`config.mk`:
```
export PLATFORM = sky130hd
export DESIGN_NAME = stdp_sched
export DESIGN_NICKNAME = d
export VERILOG_FILES = /design/src/rtl/stdp_pkg.sv /design/src/rtl/stdp_sat_addsub.sv /design/src/rtl/stdp_sched.sv
export SDC_FILE = /design/constraint.sdc
export NUM_CORES = 1
export LEC_CHECK = 0
export ABC_CLOCK_PERIOD_IN_PS = 8800
export CAP_MARGIN = 20
export CORE_ASPECT_RATIO = 1.4
export CORE_UTILIZATION = 35
export DETAILED_ROUTE_END_ITERATION = 8
export GPL_TIMING_DRIVEN = 0
export PLACE_DENSITY = 0.54
export SLEW_MARGIN = 0
export SYNTH_ARGS = -nofsm -noshare
export SYNTH_HDL_FRONTEND = slang
export SYNTH_SLANG_ARGS = --single-unit
```
`constraint.sdc`:
```
create_clock -name clk -period 8.8 [get_ports clk]
set_clock_uncertainty 0.15 [all_clocks]
set_input_delay 1.32 -clock clk [delete_from_list [all_inputs] [get_ports clk]]
set_output_delay 1.32 -clock clk [all_outputs]
set_load 0.05 [all_outputs]
```
`src/rtl/stdp_pkg.sv`:
```
// stdp_pkg: shared types and limits for the STDP learning scheduler.
package stdp_pkg;
    typedef enum logic [2:0] {S_IDLE, S_ACCUM, S_DRIVE, S_SAMPLE, S_LEARN, S_DONE} state_e;
    localparam int W_WIDTH = 8;
    localparam int AGE_W = 4;
    localparam logic [AGE_W-1:0] AGE_MAX = 4'd15;
    localparam logic [W_WIDTH-1:0] W_MAX = 8'd255;
endpackage

```
`src/rtl/stdp_sat_addsub.sv`:
```
// stdp_sat_addsub: 8-bit saturating adder/subtractor (op_i=1 subtracts), result clamped to 0..255.
module stdp_sat_addsub
    import stdp_pkg::*;
(
    input  logic               op_i,
    input  logic [W_WIDTH-1:0] a_i,
    input  logic [W_WIDTH-1:0] b_i,
    output logic [W_WIDTH-1:0] y_o
);
    logic [W_WIDTH:0] sum;
    // Bit 8 flags carry on add and borrow on subtract.
    assign sum = op_i ? {1'b0, a_i} - {1'b0, b_i} : {1'b0, a_i} + {1'b0, b_i};
    assign y_o = sum[W_WIDTH] ? (op_i ? '0 : W_MAX) : sum[W_WIDTH-1:0];
endmodule

```
`src/rtl/stdp_sched.sv`:
```
// stdp_sched: time-step scheduler sharing one saturating adder between current accumulation and STDP learning.
// Define STDP_SCHED_LTD_EN to add depression (LTD) and the post-spike age tracker.
module stdp_sched
    import stdp_pkg::*;
#(
    parameter int N_SYN   = 4,
    parameter int W_INIT  = 32,
    parameter int A_PLUS  = 4,
    parameter int A_MINUS = 3,
    parameter int WINDOW  = 4
) (
    input  logic                     clk,
    input  logic                     rst_n,
    input  logic                     step_i,
    input  logic [N_SYN-1:0]         pre_i,
    input  logic                     learn_en_i,
    input  logic                     post_spike_i,
    output logic [W_WIDTH-1:0]       current_o,
    output logic                     neuron_en_o,
    output logic                     busy_o,
    output logic                     done_o,
    input  logic [$clog2(N_SYN)-1:0] wsel_i,
    output logic [W_WIDTH-1:0]       wdata_o
);
    localparam int IW = $clog2(N_SYN);
    localparam logic [IW-1:0] LAST = IW'(N_SYN - 1);
    localparam logic [AGE_W-1:0] WIN = AGE_W'(WINDOW);

    state_e               state_q;
    logic [IW-1:0]        idx_q;
    logic [N_SYN-1:0]     pre_q;
    logic                 learn_q, post_q;
    logic [W_WIDTH-1:0]   acc_q, current_q;
    logic                 neuron_en_q, busy_q, done_q;
    logic [W_WIDTH-1:0]   w_q [N_SYN];
    logic [AGE_W-1:0]     pre_age_q [N_SYN];
`ifdef STDP_SCHED_LTD_EN
    logic [AGE_W-1:0]     post_age_q;
`endif
    logic                 ltp, ltd, op;
    logic [W_WIDTH-1:0]   a, b, y;

    always_comb begin
        ltp = post_q && (pre_q[idx_q] || pre_age_q[idx_q] < WIN);
`ifdef STDP_SCHED_LTD_EN
        ltd = !ltp && pre_q[idx_q] && post_age_q < WIN;
`else
        ltd = 1'b0;
`endif
        op = state_q == S_LEARN && ltd;
        a = state_q == S_LEARN ? w_q[idx_q] : acc_q;
        b = state_q == S_LEARN ? (ltp ? W_WIDTH'(A_PLUS) : ltd ? W_WIDTH'(A_MINUS) : '0)
                               : (pre_q[idx_q] ? w_q[idx_q] : '0);
    end

    stdp_sat_addsub u_alu (.op_i(op), .a_i(a), .b_i(b), .y_o(y));

    always_ff @(posedge clk or negedge rst_n) begin
        if (!rst_n) begin
            state_q     <= S_IDLE;
            idx_q       <= '0;
            pre_q       <= '0;
            learn_q     <= 1'b0;
            post_q      <= 1'b0;
            acc_q       <= '0;
            current_q   <= '0;
            neuron_en_q <= 1'b0;
            busy_q      <= 1'b0;
            done_q      <= 1'b0;
            for (int i = 0; i < N_SYN; i++) begin
                w_q[i]       <= W_WIDTH'(W_INIT);
                pre_age_q[i] <= AGE_MAX;
            end
`ifdef STDP_SCHED_LTD_EN
            post_age_q  <= AGE_MAX;
`endif
        end else begin
            neuron_en_q <= 1'b0;
            done_q      <= 1'b0;
            case (state_q)
                S_IDLE: if (step_i) begin
                    state_q <= S_ACCUM;
                    pre_q   <= pre_i;
                    learn_q <= learn_en_i;
                    acc_q   <= '0;
                    idx_q   <= '0;
                    busy_q  <= 1'b1;
                end
                // Last sum goes straight to current_o so neuron_en_o is high during DRIVE.
                S_ACCUM: begin
                    acc_q <= y;
                    idx_q <= idx_q + 1'b1;
                    if (idx_q == LAST) begin
                        state_q     <= S_DRIVE;
                        idx_q       <= '0;
                        current_q   <= y;
                        neuron_en_q <= 1'b1;
                    end
                end
                S_DRIVE: state_q <= S_SAMPLE;
                S_SAMPLE: begin
                    post_q  <= post_spike_i;
                    state_q <= S_LEARN;
                end
                S_LEARN: begin
                    if (learn_q) w_q[idx_q] <= y;
                    idx_q <= idx_q + 1'b1;
                    if (idx_q == LAST) begin
                        state_q <= S_DONE;
                        idx_q   <= '0;
                        done_q  <= 1'b1;
                    end
                end
                S_DONE: begin
                    state_q <= S_IDLE;
                    busy_q  <= 1'b0;
                    for (int i = 0; i < N_SYN; i++)
                        pre_age_q[i] <= pre_q[i] ? '0 :
                                        pre_age_q[i] == AGE_MAX ? AGE_MAX : pre_age_q[i] + 1'b1;
`ifdef STDP_SCHED_LTD_EN
                    post_age_q <= post_q ? '0 :
                                  post_age_q == AGE_MAX ? AGE_MAX : post_age_q + 1'b1;
`endif
                end
                default: state_q <= S_IDLE;
            endcase
        end
    end

    assign current_o   = current_q;
    assign neuron_en_o = neuron_en_q;
    assign busy_o      = busy_q;
    assign done_o      = done_q;
    assign wdata_o     = int'(wsel_i) < N_SYN ? w_q[wsel_i] : '0;
endmodule

```
==> flow_summary.ini <==
[sta]
slew_headroom_pct = 52.22
min_period_ps = 4355
finalSetupViolCount = 0
drv_slew = 0
worst_pin_slew_ps = 696.8
rsz0062_at_grt = no
setup-tns-final_ps = 0
holdWs_ps = 322.2
fmax_ghz = 0.2296
fin_crit_sh_pct = 49.48
finalHoldViolCount = 0

[floorplanning]
start_util_pct = 36.49
die_area_mm2 = 0.01239
rows = 46
pin_count = 30
die_w_um = 94.35
fp.dieH_um = 131.3
core_area_mm2 = 0.01145

[routing]
drt_wl_total_mm = 9.426
ant_nets = 0
wl_per_cell_um = 16.36
remaining_drc_errors = 0
viasPerCell = 5.290
dr.pass1.iters = 4
first_iter_violations = 113
route.vias.total = 3047

[clock_tree]
cts_buffers = 9
cts_setup_buffers = 0
clk_path_buf_depth = 2
cts_sinks = 78
holdBufCountCts = 0
cts_root_buf = clkbuf_16
insertion_delay_ps = 340
cts_tree = built
htreeDepth = 3
clkTransAtPathRegs_ps = 60
cts_resized = 0

[yosys]
synth_fp_nets = 416
netlist_area_mm2 = 0.004179
synth_xor_area_share_pct = 0.6287
synth_compound_area_share_pct = 15.30
synth_cell_types = 43
yosysMostFrequentCell = dfrtp_1
synth.avg_cell_area_um2 = 10.77
syn_inst = 388
async_reset_ff_share_pct = 100.0
ys_seq_area_share_pct = 47.31
ys_warn_count = 0
yosys-top-cells-area = dfrtp_1, dfstp_2, mux4_2
synth_common_cells = dfrtp_1, nand2_1, o21ai_0
synth.ff_latch_count = 78
yosys_most_used_dff = dfrtp_1
synth-adder-area-share_pct = 5.269
synthMuxAreaShare_pct = 15.30
synth_edf_count = 0
yosys.area.top_type_share_pct = 34.73
synth_top_family_by_area = compound AO/OA/AOI/OAI gates
synth-simple-area-share_pct = 13.62
yosys.area.top_type = dfrtp_1

[place]
place_area_mm2 = 0.004654
place.gp.congestion = 0.7604
dp_hpwl_mm = 7.177
io_buffer_count = 27
dp.cells = 560

[cells_and_area]
seqCellArea_mm2 = 0.001977
layout-area-overhead-vs-synth_pct = 19.85
finalCoreUtilization_pct = 43.73
multi_input_comb_area_mm2 = 0.002095
drive_gt1_share_pct = 21.76
n_antenna_cell = 0
fillers = 1098
nets = 455
finalNonFillerCells = 576
final_area_mm2 = 0.005009

[job]
drv_cap = 0

[setup_path]
rrSetupSlack_ps = 4860
crit_family = buffers and inverters
crit_start = wsel_i[0]
criticalPathCategory = in2out
crit_path_end = wdata_o[1]
cp.required_ps = 7330
max_stage_delay_ps = 720
critical_path_depth = 3
worstRegToRegCells = 11
crit_buf_inv = 2
r2r-end = current_o[6]
worstPathArrival_ps = 2880
path_cells = buf_2, mux4_2, clkdlybuf4s50_1
worst_setup_path_start_kind = input port
critPathMaxFanout = 8
rr_startpoint = idx_q[0]
endpoint_kind = output pin
critPathSlowestCell = clkdlybuf4s50_1

[pwr]
leakage_nw = 2.080
peakVddDrop_mv = 0.1675
p_per_area_mw_per_mm2 = 344.3

[global_routing]
grt_pass1_vias = 3125
grt_pass1_wl_mm = 15.90
grt_remaining_overflow = 0
track_usage_pct = 16.73
antenna_found_initial = 0
grt_max_degree = 63

[worst_hold_path]
hold_path_class = reg2reg
hp-start = busy_o

[run_status]
status = completed
-- flip-flops by register name, indices dropped and copies added (netlist names), 2 cells and up --
signal,count
acc_q,8
current_o,8
idx_q,2
pre_age_q,16
pre_q,4
state_q,3
w_q,32
-- cells by family after synthesis --
family          after synthesis
compound gates              108
xor+xnor                      3
fa+ha+maj                    17
buf+inv                      24
flops                        78
mux                          40
simple gates                118
-- power by group --
part,switching (mW),leakage [nW],internal [mW],total [mW]
Combinational,0.439,0.941,0.281,0.721
Clock,0.140,0.175,0.287,0.427
Sequential,0.0919,0.964,0.484,0.576
-- worst register-to-register path, stage by stage, from the launching register on --
cell     delay (ps)
dfrtp_1         380
buf_2           270
mux4_2          570
o21ai_1         380
nor2_1           90
ha_1            230
fa_1            420
a21oi_1         170
o21ai_0         110
a21oi_1         190
mux2i_1         630
mux2_2          280
-- placed cells by master, fill, tap and decap left out, drive strengths merged, types with 3 or more instances in the layout --
master         netlist  routed
o21a                 5       5
clkdlybuf4s50        0      26
a21o                 6       6
and2                 3       3
nor2                30      30
xor2                 3       3
nand3               13      13
a22o                 3       3
inv                  5       5
a21oi               26      26
nor3b                5       5
dfrtp               58      58
clkbuf               5      19
nor2b                6       6
o21bai               4       4
o31ai                6       6
buf                 14      16
o21ai               46      46
mux2                21      21
a211oi               6       6
nand2               49      49
dfstp               20      20
a31oi                4       4
ha                  16      16
mux4                17      17
-- per-layer routing --
metal / vias up / GRT usage (%) / wire (um)
met3: 14 / 2.662 / 192
met2: 33 / 27.90 / 4888
met5: - / 0 / 0
met4: 0 / 7.179 / 176
met1: 1506 / 21.07 / 4168
li1: 1494 / - / -
-- final cells by class --
type                    count  area share, %
multi-input cells         286          41.82
flip-flops and latches     78          39.47
repair buffers             28          5.896
clock buffers              14          5.871
well taps                 144          3.597
plain buffers              19          1.774
clock inverters             2          1.199
inverters                   5         0.3747
-- worst min path at each step --
stage                     endpoint  slack [ps]  depth (start not counted)
after global routing        busy_o         350                          1
after CTS                   busy_o         330                          1
after floorplan           acc_q[0]         300                          2
after detailed placement    busy_o         310                          1
final                       busy_o         320                          1
after global placement      busy_o         310                          1
-- per-stage QoR --
stage	total power, mW	worst slack [ps]
after floorplan	1.090	5093
after detailed placement	1.312	4437
final	1.724	4445
after global routing	1.845	4394
after global placement	1.292	3423
after CTS	1.748	4437
Note: power is estimated with default switching activity, not from simulation.
==> variant 1, RTL diff (config.mk and constraints unchanged) <==
Encoding of `state_e`: now one-hot (6 bits for 6 states).
--- a/src/rtl/stdp_pkg.sv
+++ b/src/rtl/stdp_pkg.sv
@@ -1,5 +1,5 @@
 // stdp_pkg: shared types and limits for the STDP learning scheduler.
 package stdp_pkg;
-    typedef enum logic [2:0] {S_IDLE, S_ACCUM, S_DRIVE, S_SAMPLE, S_LEARN, S_DONE} state_e;
+    typedef enum logic [5:0] {S_IDLE = 6'b000001, S_ACCUM = 6'b000010, S_DRIVE = 6'b000100, S_SAMPLE = 6'b001000, S_LEARN = 6'b010000, S_DONE = 6'b100000} state_e;
     localparam int W_WIDTH = 8;
     localparam int AGE_W = 4;
Check against the original RTL: no difference found for any inputs over 10 cycles, from zero or initial values and one cycle with rst_n low; not proved beyond that.
==> variant 1 against the unedited design <==
Design area rose by 4.9%. Synthesized area rose by 6.5%. Setup slack got worse by 0.34 ns. Sequential cell count rose by 3. Routed wire length rose by 21%. Critical path type unchanged. Critical endpoint is now wdata_o[4].
Power is not compared: it rests on default switching activity, and its combinational part moved more than twofold at a synthesized area within 25%.
==> variant 1: results (changes against the unedited design) <==
Timing
  • Slew HR: 41.85% (was 52.22%)
  • Slack of the critical path: 4.101 ns (was 4.445 ns)

Global route
  • Gr usage total: 18.32% (was 16.73%)
  • Pin count of the biggest net entering global routing: 44 (was 63)
  • Vias in the first global route: 3,596 (was 3,125)
  • Initial antenna violation count: 0 (unchanged)
  • First-pass GRT wire length: 18,600 µm (was 15,900 µm)

Finish
  • Layout cells sized above 1: 16.22% (was 21.76%)
  • # fillers: 1,199 (was 1,098)
  • # diodes: 0 (unchanged)
  • Final #Nets: 504 (was 455)
  • Syn-to-layout area delta: 18.02% (was 19.85%)

Logic synthesis
  • Synth Net Count: 465 (was 416)
  • Ys async rst share: 100.0% (unchanged)
  • Post-synthesis sequential area ratio: 46.13% (was 47.31%)
  • Unique masters post-synth: 50 (was 43)
  • Synthesized netlist cell count: 437 (was 388)
  • Commonest cells in the netlist: 60 x dfrtp_1, 51 x nand2_1, 47 x nor2_1, 43 x a21oi_1, 29 x o21ai_0 (was 58 x dfrtp_1, 49 x nand2_1, 39 x o21ai_0, 29 x nor2_1, 26 x a21oi_1)
  • Top post-synthesis cells by area: dfrtp_1 34%, dfstp_2 12%, mux4_2 8.6% (was dfrtp_1 35%, dfstp_2 13%, mux4_2 9.2%)

Placement
  • Final HPWL DP: 8240 µm (was 7177 µm)
  • Placed insts: 615 (was 560)
  • Dpl ws: 4.010 ns (was 4.437 ns)
  • Port Buffers: 27 (unchanged)
  • Dpl cell area: 0.004933 mm² (was 0.004654 mm²)
  • Global placer's final weighted congestion: 0.8366 (was 0.7604)

Detailed routing
  • Detail Route Antenna Nets: 0 (unchanged)
  • Via count: 3,457 (was 3,047)
  • Iteration-0 DRC Markers: 216 (was 113)
  • Routed len/inst: 18.01 µm (was 16.36 µm)
  • Drt pass-1 iters: 5 (was 4)
  • Final WL: 11,370 µm (was 9426 µm)

Worst setup path
  • R2R setup slack: 4.16 ns (was 4.86 ns)
  • Critical path arrival: 3.23 ns (was 2.88 ns)
  • Worst R2R End: current_o[5]$_DFFE_PN0P_ (was current_o[6]$_DFFE_PN0P_)
  • Reg2Reg Depth: 11 (unchanged)
  • Worst setup endpoint: wdata_o[4] (was wdata_o[1])

Clocking
  • Root buf cell: clkbuf_16 (unchanged)
  • CTS buffer count: 9 (unchanged)
  • H-tree Lvls: 3 (unchanged)
  • Skew-Pair Late Insertion Delay: 0.34 ns (about the same)

Status
  • Status: finished, final reports clean (unchanged)

Worst hold path
  • Type of the worst min-delay path: flop to flop (unchanged)
[variant 1: cell families after synthesis]
family,count (synthesis),synth area share (%)
AOI/OAI and AO/OA,115,15.04
adders and majority gates,17,4.948
buffers and inverters,34,4.470
muxes,30,11.72
DFF,81,46.13
and+or+nand+nor,158,17.29
xor gates and xnor gates,2,0.3937
[variant 1: per-stage QoR]
step            power, W  hold slack (ns)
2_1_floorplan  0.0005812           0.3107
3_5_place_dp   0.0006653           0.3251
5_1_grt         0.001106           0.3607
4_1_cts         0.001068           0.3365
3_3_place_gp   0.0006610           0.3196
6_report        0.001053           0.3365
[variant 1: power by group]
| group | switching [W] | total (W) | leakage (nW) | internal [W] |
|---|---|---|---|---|
| logic | 0.000133 | 0.000217 | 1.12 | 0.0000847 |
| registers | 0.0000363 | 0.000438 | 1.03 | 0.000402 |
| clock network | 0.000147 | 0.000397 | 0.159 | 0.000250 |
| total | 0.000316 | 0.00105 | 2.31 | 0.000737 |
[variant 1: per-layer routing]
metal / vias to the layer above / share of wire, % / routed length [µm] / track usage, %
li1: 1663 / - / - / -
met1: 1703 / 42 / 4802 / 21.12
met3: 19 / 3.6 / 406 / 3.612
met4: 0 / 3.1 / 355 / 9.069
met5: - / 0 / 0 / 0
met2: 72 / 51 / 5801 / 32.47
[variant 1: worst register-to-register path, stage by stage (launching register included)]
cell	delay, ns
dfrtp_1	0.37
buf_2	0.28
buf_1	0.70
mux4_2	0.63
and3_1	0.20
ha_1	0.22
fa_1	0.42
a21o_1	0.22
a21oi_1	0.23
o21ai_1	0.23
nor4_2	0.70
o21ai_0	0.15
[variant 1: final cells by class]
cell class              count  area share [%]
multi-input cells         322           41.85
flip-flops and latches     81           39.09
repair buffers             28           5.622
clock buffers              14           5.407
well taps                 150           3.573
plain buffers              27           3.287
clock inverters             2          0.6670
inverters                   7          0.5002
[variant 1: how the worst min path moves through the flow]
| stage | from | endpoint | cells after the start |
|---|---|---|---|
| final | current_o[3]$_DFFE_PN0P_ | current_o[3]$_DFFE_PN0P_ | 2 |
| after global routing | pre_age_q[13]$_DFFE_PN1P_ | pre_age_q[13]$_DFFE_PN1P_ | 2 |
| after CTS | current_o[3]$_DFFE_PN0P_ | current_o[3]$_DFFE_PN0P_ | 2 |
| after detailed placement | current_o[3]$_DFFE_PN0P_ | current_o[3]$_DFFE_PN0P_ | 2 |
| after global placement | current_o[2]$_DFFE_PN0P_ | current_o[2]$_DFFE_PN0P_ | 2 |
| after floorplan | pre_age_q[13]$_DFFE_PN1P_ | pre_age_q[13]$_DFFE_PN1P_ | 2 |
==> variant 2, RTL diff (config.mk and constraints unchanged) <==
Without the edit above. The option `STDP_SCHED_LTD_EN` is turned on by a define.
--- a/src/rtl/stdp_sched.sv
+++ b/src/rtl/stdp_sched.sv
@@ -1,4 +1,6 @@
 // stdp_sched: time-step scheduler sharing one saturating adder between current accumulation and STDP learning.
 // Define STDP_SCHED_LTD_EN to add depression (LTD) and the post-spike age tracker.
+`define STDP_SCHED_LTD_EN
+
 module stdp_sched
     import stdp_pkg::*;
Check against the original RTL: no difference found for any inputs over 10 cycles, from zero or initial values and one cycle with rst_n low; that may be too few to reach the edited logic, so the function may still have changed.
==> variant 2 against the unedited design <==
Synthesized cell count up 35%. Sequential cell count up 4. Synthesized area up 24%. Fmax down 26%. Design area up 21%. Global-route usage up 2.4 points. Routed wire length up 49%. Utilization down 2.0 points. Setup slack worse by 1.5 ns.
Power is left out: the tool's default activity adds up to more than one toggle a clock period on the data nets, which glitch-free logic cannot reach.
==> variant 2: results (changes against the unedited design) <==
Status
  • Status: finished, final reports clean (unchanged)

Global route
  • M1 GR Usage: 22.77% (was 21.07%)
  • Pin count of the biggest net entering global routing: 44 (was 63)
  • Met2 Use GR: 33.71% (was 27.90%)
  • Vias in the first global route: 4,223 (was 3,125)
  • First-pass GRT wire length: 22,690 µm (was 15,900 µm)
  • Gr usage total: 19.09% (was 16.73%)
  • GR Util met3: 2.857% (was 2.662%)

Finish
  • Syn-to-layout area delta: 16.34% (was 19.85%)
  • Invs w/o clock: 9 (was 5)
  • Final #Nets: 591 (was 455)
  • Non-clk buf share: 8.006% (was 7.669%)
  • Layout cells sized above 1: 15.02% (was 21.76%)
  • Multi-In Gates: 396 (was 286)
  • Number of non-clock buffers in the layout: 63 (was 47)
  • # fillers: 1,411 (was 1,098)
  • Fraction of area in multi-input gates: 47.72% (was 41.82%)
  • CLK BUF: 9 (was 14)
  • FF+latch count: 82 (was 78)
  • Reg area: 0.002082 mm² (was 0.001977 mm²)

Worst setup path
  • Crit Path Class: flop to flop (was input pin to output pin)
  • Critical path arrival: 5.98 ns (was 2.88 ns)
  • Worst path slowest cell: mux4_1 (was clkdlybuf4s50_1)
  • Worst R2R End: w_q[5]$_DFFE_PN1P_ (was current_o[6]$_DFFE_PN0P_)
  • Delay-heaviest family, CP: simple AND/OR/NAND/NOR gates (was buffers and inverters)
  • Reg2Reg Depth: 17 (was 11)

Detailed routing
  • Via count: 4,264 (was 3,047)
  • Met2 wire length: 7130 µm (was 4888 µm)
  • DRT met1 WL: 5985 µm (was 4168 µm)
  • Routed len/inst: 18.56 µm (was 16.36 µm)
  • Iteration-0 DRC Markers: 205 (was 113)

Placement
  • Dpl cell area: 0.005723 mm² (was 0.004654 mm²)
  • Global placer's final weighted congestion: 0.8785 (was 0.7604)

Logic synthesis
  • Post-Synth Adder-Cell Area: 4.717% (was 5.269%)
  • Commonest cells in the netlist: 83 x nand2_1, 58 x dfrtp_1, 35 x o21ai_0, 29 x a21oi_1, 28 x nor2_1 (was 58 x dfrtp_1, 49 x nand2_1, 39 x o21ai_0, 29 x nor2_1, 26 x a21oi_1)
  • Synth Cell Area: 0.005199 mm² (was 0.004179 mm²)
  • Post-synthesis xor/xnor area fraction: 1.011% (was 0.6287%)
  • Compound-Gate Fraction of Synth Area: 20.91% (was 15.30%)
  • Top post-synthesis cells by area: dfrtp_1 28%, dfstp_2 12%, nand2_1 6.0% (was dfrtp_1 35%, dfstp_2 13%, mux4_2 9.2%)
  • Synth Net Count: 552 (was 416)
  • Post-synthesis sequential area ratio: 40.05% (was 47.31%)
  • Unique masters post-synth: 59 (was 43)

Worst hold path
  • Hold depth: 2 (was 1)

Timing
  • Slew HR: 51.00% (was 52.22%)
-- variant 2: cell count changes after synthesis, sizes merged, moves of 6 or more --
cell    before  now
a21oi       26   32
nand3       13   19
mux2        21    8
o31ai        6   16
clkbuf       5   20
a31oi        4   25
and3         0    6
mux2i        2   10
nand2       49   84
o21ai       46   35
-- variant 2: worst reg2reg max path: cells and delay by family (launching register included) --
| kind | cells | cell delay (ns) |
|---|---|---|
| DFF | 1 | 0.53 |
| adders and majority gates | 2 | 0.37 |
| muxes | 1 | 0.79 |
| and+or+nand+nor | 5 | 1.58 |
| xor gates and xnor gates | 1 | 0.21 |
| AOI/OAI and AO/OA | 4 | 1.31 |
| buffers and inverters | 4 | 0.84 |
-- variant 2: metrics by stage --
step | hold slack, ns | setup WS (ns) | cells
finish | 0.3310 | 2.925 | 755
global route | 0.3582 | 2.519 | 755
CTS | 0.3340 | 2.956 | 755
detailed placement | 0.3247 | 2.982 | 739
global placement | 0.3186 | 2.999 | 738
floorplan | 0.3061 | 3.928 | 522
